### src/rtl/ps2_pkg.sv
// ps2_pkg: receiver state encoding, event record and PS/2 prefix codes.
package ps2_pkg;
  typedef enum logic [2:0] {IDLE, DATA, PARITY, STOP, DECODE} state_t;
  typedef struct packed {
    logic       brk;
    logic       ext;
    logic [7:0] code;
  } ev_t;
  localparam logic [7:0] PS2_BRK_CODE = 8'hF0;
  localparam logic [7:0] PS2_EXT_CODE = 8'hE0;
endpackage

### src/rtl/ps2_event_fifo.sv
// ps2_event_fifo: show-ahead event FIFO; a push into a full FIFO is dropped
// with an ovf pulse unless a pop frees the head slot in the same cycle.
module ps2_event_fifo #(
  parameter int DEPTH = 8,
  parameter int WIDTH = 10
) (
  input  logic                         clk,
  input  logic                         rst,
  input  logic                         i_push,
  input  logic [WIDTH-1:0]             i_data,
  input  logic                         i_pop,
  output logic [WIDTH-1:0]             o_data,
  output logic                         o_valid,
  output logic [$clog2(DEPTH+1)-1:0]   o_count,
  output logic                         o_ovf
);
  localparam int AW = $clog2(DEPTH);
  localparam int CW = $clog2(DEPTH+1);
  logic [WIDTH-1:0] r_mem [DEPTH];
  logic [AW-1:0]    r_wr, r_rd;
  logic [CW-1:0]    r_cnt;
  logic             w_full, w_pop, w_wr;
  assign w_full  = r_cnt == CW'(DEPTH);
  assign o_valid = r_cnt != '0;
  assign w_pop   = i_pop & o_valid;
  assign w_wr    = i_push & (~w_full | w_pop);
  assign o_ovf   = i_push & w_full & ~w_pop;
  assign o_count = r_cnt;
  assign o_data  = o_valid ? r_mem[r_rd] : '0;
  always_ff @(posedge clk or negedge rst)
    if (!rst) begin
      r_wr  <= '0;
      r_rd  <= '0;
      r_cnt <= '0;
    end else begin
      if (w_wr) r_wr <= r_wr + AW'(1);
      if (w_pop) r_rd <= r_rd + AW'(1);
      r_cnt <= r_cnt + CW'(w_wr) - CW'(w_pop);
    end
  always_ff @(posedge clk)
    if (w_wr) r_mem[r_wr] <= i_data;
endmodule

### src/rtl/ps2_rx_fifo.sv
// ps2_rx_fifo: PS/2 frame receiver with F0/E0 prefix decoding into an event FIFO.
// Define PS2_PARITY_CHECK_EN to drop odd-parity-violating bytes with a par_err pulse.
module ps2_rx_fifo
  import ps2_pkg::*;
#(
  parameter int DEPTH       = 8,
  parameter int TIMEOUT_CYC = 50000,
  parameter int SYNC_STAGES = 2
) (
  input  logic                       clk,
  input  logic                       rst,
  input  logic                       ps2_clk,
  input  logic                       ps2_data,
  output logic [9:0]                 ev_data,
  output logic                       ev_valid,
  input  logic                       ev_ready,
  output logic [$clog2(DEPTH+1)-1:0] count,
  output logic                       frame_err,
  output logic                       par_err,
  output logic                       ovf
);
  localparam int TW = $clog2(TIMEOUT_CYC+1);
  logic [SYNC_STAGES-1:0] r_clk_sync, r_dat_sync;
  logic                   r_clk_prev;
  state_t                 r_state, w_state_nxt;
  logic [7:0]             r_shift;
  logic [2:0]             r_bit;
  logic [TW-1:0]          r_to;
  logic                   r_brk, r_ext;
  logic                   w_edge, w_dat, w_timeout, w_par_ok;
  logic                   w_push, w_frame_err, w_set_brk, w_set_ext;
  ev_t                    w_ev;
  assign w_edge    = r_clk_prev & ~r_clk_sync[SYNC_STAGES-1];
  assign w_dat     = r_dat_sync[SYNC_STAGES-1];
  assign w_timeout = (r_state != IDLE) && (r_to == TW'(TIMEOUT_CYC));
  assign w_ev      = '{brk: r_brk, ext: r_ext, code: r_shift};
  assign frame_err = w_frame_err;
`ifdef PS2_PARITY_CHECK_EN
  logic r_par;
  assign w_par_ok = ^{r_shift, r_par};
  assign par_err  = (r_state == DECODE) & ~w_par_ok;
`else
  assign w_par_ok = 1'b1;
  assign par_err  = 1'b0;
`endif
  always_ff @(posedge clk or negedge rst)
    if (!rst) begin
      r_clk_sync <= '1;
      r_dat_sync <= '1;
      r_clk_prev <= 1'b1;
    end else begin
      r_clk_sync <= {r_clk_sync[SYNC_STAGES-2:0], ps2_clk};
      r_dat_sync <= {r_dat_sync[SYNC_STAGES-2:0], ps2_data};
      r_clk_prev <= r_clk_sync[SYNC_STAGES-1];
    end
  always_comb begin
    w_state_nxt = r_state;
    w_push      = 1'b0;
    w_frame_err = 1'b0;
    w_set_brk   = 1'b0;
    w_set_ext   = 1'b0;
    if (w_timeout) begin
      w_state_nxt = IDLE;
      w_frame_err = 1'b1;
    end else
      case (r_state)
        IDLE:    w_state_nxt = (w_edge && !w_dat) ? DATA : IDLE;
        DATA:    w_state_nxt = (w_edge && r_bit == 3'd7) ? PARITY : DATA;
        PARITY:  w_state_nxt = w_edge ? STOP : PARITY;
        STOP: if (w_edge) begin
          w_state_nxt = w_dat ? DECODE : IDLE;
          w_frame_err = ~w_dat;
        end
        DECODE: begin
          w_state_nxt = IDLE;
          w_set_brk   = w_par_ok && r_shift == PS2_BRK_CODE;
          w_set_ext   = w_par_ok && r_shift == PS2_EXT_CODE;
          w_push      = w_par_ok && !w_set_brk && !w_set_ext;
        end
        default: w_state_nxt = IDLE;
      endcase
  end
  always_ff @(posedge clk or negedge rst)
    if (!rst) begin
      r_state <= IDLE;
      r_shift <= '0;
      r_bit   <= '0;
      r_to    <= '0;
      r_brk   <= 1'b0;
      r_ext   <= 1'b0;
`ifdef PS2_PARITY_CHECK_EN
      r_par   <= 1'b0;
`endif
    end else begin
      r_state <= w_state_nxt;
      r_to    <= (w_edge || r_state == IDLE) ? '0 : r_to + TW'(1);
      r_bit   <= (r_state == DATA && w_edge) ? r_bit + 3'd1 : (r_state == IDLE ? 3'd0 : r_bit);
      if (r_state == DATA && w_edge) r_shift <= {w_dat, r_shift[7:1]};
`ifdef PS2_PARITY_CHECK_EN
      if (r_state == PARITY && w_edge) r_par <= w_dat;
`endif
      r_brk   <= (w_frame_err | w_push) ? 1'b0 : (r_brk | w_set_brk);
      r_ext   <= (w_frame_err | w_push) ? 1'b0 : (r_ext | w_set_ext);
    end
  ps2_event_fifo #(.DEPTH(DEPTH), .WIDTH(10)) u_fifo (
    .clk    (clk),
    .rst    (rst),
    .i_push (w_push),
    .i_data (w_ev),
    .i_pop  (ev_ready),
    .o_data (ev_data),
    .o_valid(ev_valid),
    .o_count(count),
    .o_ovf  (ovf)
  );
endmodule

### config.mk
export PLATFORM = sky130hd
export DESIGN_NAME = ps2_rx_fifo
export DESIGN_NICKNAME = d
export VERILOG_FILES = /design/src/rtl/ps2_pkg.sv /design/src/rtl/ps2_event_fifo.sv /design/src/rtl/ps2_rx_fifo.sv
export SDC_FILE = /design/constraint.sdc
export NUM_CORES = 1
export LEC_CHECK = 0
export BUFFER_PORTS_ARGS = -buffer_cell sky130_fd_sc_hd__buf_4
export CORE_UTILIZATION = 65
export CTS_CLUSTER_SIZE = 28
export DETAILED_ROUTE_END_ITERATION = 6
export HOLD_SLACK_MARGIN = 0.06
export PLACE_DENSITY = 0.92
export SLEW_MARGIN = 25
export SYNTH_ARGS = -nofsm -noshare
export SYNTH_HDL_FRONTEND = slang
export SYNTH_HIERARCHICAL = 1
export SYNTH_SLANG_ARGS = --single-unit
### constraint.sdc
create_clock -name clk -period 7.9 [get_ports clk]
set_clock_uncertainty 0.2 [all_clocks]
set_input_delay 1.58 -clock clk [delete_from_list [all_inputs] [get_ports clk]]
set_output_delay 1.58 -clock clk [all_outputs]
set_load 0.01 [all_outputs]
==> reports/results.txt <==
Status: finished, final reports clean
Die area: 8620 um^2
Clock Sinks: 127
Post-synthesis register bit count: 127
Max Root-Sink Buffers: 2
Hold buffer count at cts: 0
Placed cell areas: 5620 um^2
Top_reg_cell synth: edfxtp_1
CP required: 6120 ps
Number of routed nets with antenna violations: 0
Worst-path clk slew: 60 ps
Largest net degree at the start of global routing: 48
First-pass GRT wire length: 18000 um
Peak Freq: 223 MHz
Cts repair resizes: 0
Highest routed layer: met4
Rel. slew slack: 0.312
FF+latch area: 3580 um^2
Worst Path Buf+Inv: 1
Die Height: 92.9 um
Post-synth EDFFs: 80
Clock root buffer master: clkbuf_8
RSZ-0062 raised after global routing: false
Final Hold Vio Count: 0
Ant diodes: 0
Met3 WL post-DR: 642 um
Core ar.: 7850 um^2
Avg Inst Size Synth: 15.4 um^2
R2R setup slack: 4240 ps
Vias per inst: 6.46
Leak: 0.00241 uW
Total negative slack: 0 ps
Final min period: 4480 ps
Async S/R FF share, synth: 0.370
Synthesized cell area: 5370 um^2
Yosys top cell area share: 0.448
Crit path max fanout: 10
Worst path arrival time: 2700 ps
HP Class: reg2reg
DR pass1 iterations: 5
Post-Synth Adder-Cell Area: 0.0294
Final WL: 11200 um
WL met2: 5920 um
GPL Wtd Cong: 0.825
Final period util: 0.567
Grt ovf: 0
Rows: 32
Largest area contributor in the netlist: edfxtp_1
Synth area leaders: edfxtp_1 (45%), dfrtp_1 (20%), mux4_2 (6.3%), ha_1 (2.6%), dfstp_2 (2.4%)
Fraction of layout cells with a size suffix above 1: 0.235
Postcts setup bufs: 0
Initial antenna violation count: 0
Crit-path cells: nor3b_1 > o41a_1 > nor2b_1 > and4_1 > buf_4
Starting DRC count in detailed routing: 252
Detailed-route via count: 3192
Post-Syn Nets: 365
Vias in the first global route: 3327
Number of remaining DRC errors: 0
Design area: 6230 um^2
Syn-to-layout area delta: 16.1%
DPL Wire Length: 6370 um
Final worst setup slack: 3420 ps
Max cap viols: 0
CP top delay family: simple AND/OR/NAND/NOR gates
Placement Setup Slack: 3980 ps
Tot GR Track Use: 0.298
Setup crit start kind: flop
Ys Warns: 6
Most frequent cell after synthesis: edfxtp_1
P per Cell Area: 356 nW/um^2
Worst skew pair latency: 520 ps
Synth top cells by count: edfxtp_1 (80), dfrtp_1 (42), nand2_1 (33)
Largest family of logic cells by synthesized area: simple AND/OR/NAND/NOR gates
WL/cell: 22.7 um
Multi-input gate area: 1700 um^2
Worst-Margin Slew: 1030 ps
Setup CP Type: reg2out
Layout fillers: 393
Peak VDD IR: 0.000229 V
Unique masters post-synth: 54
Die X: 92.9 um
Mapped Cells: 348
CP max stage delay: 510 ps
# setup viols final: 0
Post-synthesis simple-gate area fraction: 0.116
Mux contribution to synthesized area: 0.0954
Layout net count: 396
Initial Util: 0.684
H-tree depth: 4
Ports: 23
Compound-cell area share of the yosys netlist: 0.0408
Slew Limit Fails: 0
Port bufs: 21
Util after Layout: 0.794
CP Capture Type: primary output
Slowest-stage cell, CP: nor2b_1
Register area share after synthesis: 0.668
CTS Buf Count: 17
WL met1: 4370 um
Synth Area in XOR/XNOR: 0.0294
CTS tree: built
==> sequential cells by signal (all words and copies together), names as in the netlist <==
name            cells
r_ext               1
r_to               16
r_shift             8
u_fifo/r_rd         3
r_clk_prev          1
r_bit               3
u_fifo/o_count      4
r_dat_sync          2
u_fifo/r_wr         3
r_brk               1
r_clk_sync          2
r_state             3
u_fifo/r_mem       80
==> stage by stage <==
step / instances / hold WS (ps) / power (uW)
final: 494 / 155 / 2220
after global routing: 494 / 163 / 2310
after CTS: 494 / 156 / 2230
after detailed placement: 462 / 147 / 1430
after global placement: 462 / 146 / 1400
after floorplan: 348 / 145 / 1260
==> cells in the final DEF (no fill, tap or decap), types with 2 or more instances in the layout <==
cell / n
edfxtp_1: 80
dfrtp_1: 42
nand2_1: 33
buf_4: 24
nor2_1: 19
clkbuf_16: 16
mux4_2: 15
xnor2_1: 11
ha_1: 11
inv_1: 10
a22o_1: 10
nor4_1: 8
nand4_1: 7
nand3_1: 7
xor2_1: 7
o21ai_0: 7
a21oi_1: 5
dfstp_2: 5
mux4_1: 5
nand2b_1: 4
nor3_2: 4
clkinv_4: 4
inv_6: 4
or3_1: 3
nor3_1: 3
or2_1: 3
nor2b_1: 3
bufinv_16: 3
and4_1: 2
and3_1: 2
nand4b_1: 2
mux2i_1: 2
clkinvlp_4: 2
nor2_2: 2
==> power by group <==
| part | leakage, uW | internal (uW) | switching (uW) |
|---|---|---|---|
| combinational | 0.000754 | 254 | 232 |
| clock | 0.000287 | 486 | 301 |
| sequential | 0.00136 | 808 | 138 |
| total | 0.00241 | 1550 | 670 |
==> path summary, 6_finish.rpt <==
path / startpoint / to / cells past startpoint
max: r_state[1] / ovf / 5
min: r_dat_sync[0] / r_dat_sync[1] / 0
max reg2reg: r_state[1] / u_fifo/r_mem[3][3] / 5
min reg2reg: r_dat_sync[0] / r_dat_sync[1] / 0
max in group asynchronous: rst / r_to[0] / 1
min in group asynchronous: rst / u_fifo/r_rd[2] / 1
==> routing by layer <==
metal,vias up,global-route usage
li1,1390,-
met1,1629,0.373
met2,152,0.494
met3,21,0.0796
met4,0,0.123
met5,-,0
==> area by class of cell <==
type / count / area share
inverter: 10 / 0.00603
tap: 102 / 0.0205
timing repair buffer: 24 / 0.0289
multi-input combinational: 199 / 0.273
sequential: 127 / 0.575
clock buffer: 18 / 0.0671
clock inverter: 14 / 0.0289
==> worst register-to-register path, stage by stage (launching register included) <==
cell	delay, ps
dfrtp_1	480
nor3b_1	510
o41a_1	290
nor2b_1	510
o311ai_1	410
nor2_1	890
==> logic make-up after synthesis <==
logic type / after synthesis
other: 1
flip-flops: 127
buffers and inverters: 22
AND/OR/NAND/NOR: 115
AO/OA/AOI/OAI: 29
adder cells (fa/ha/maj): 12
multiplexers: 24
XOR/XNOR: 18
(Power assumes the default switching activity.)
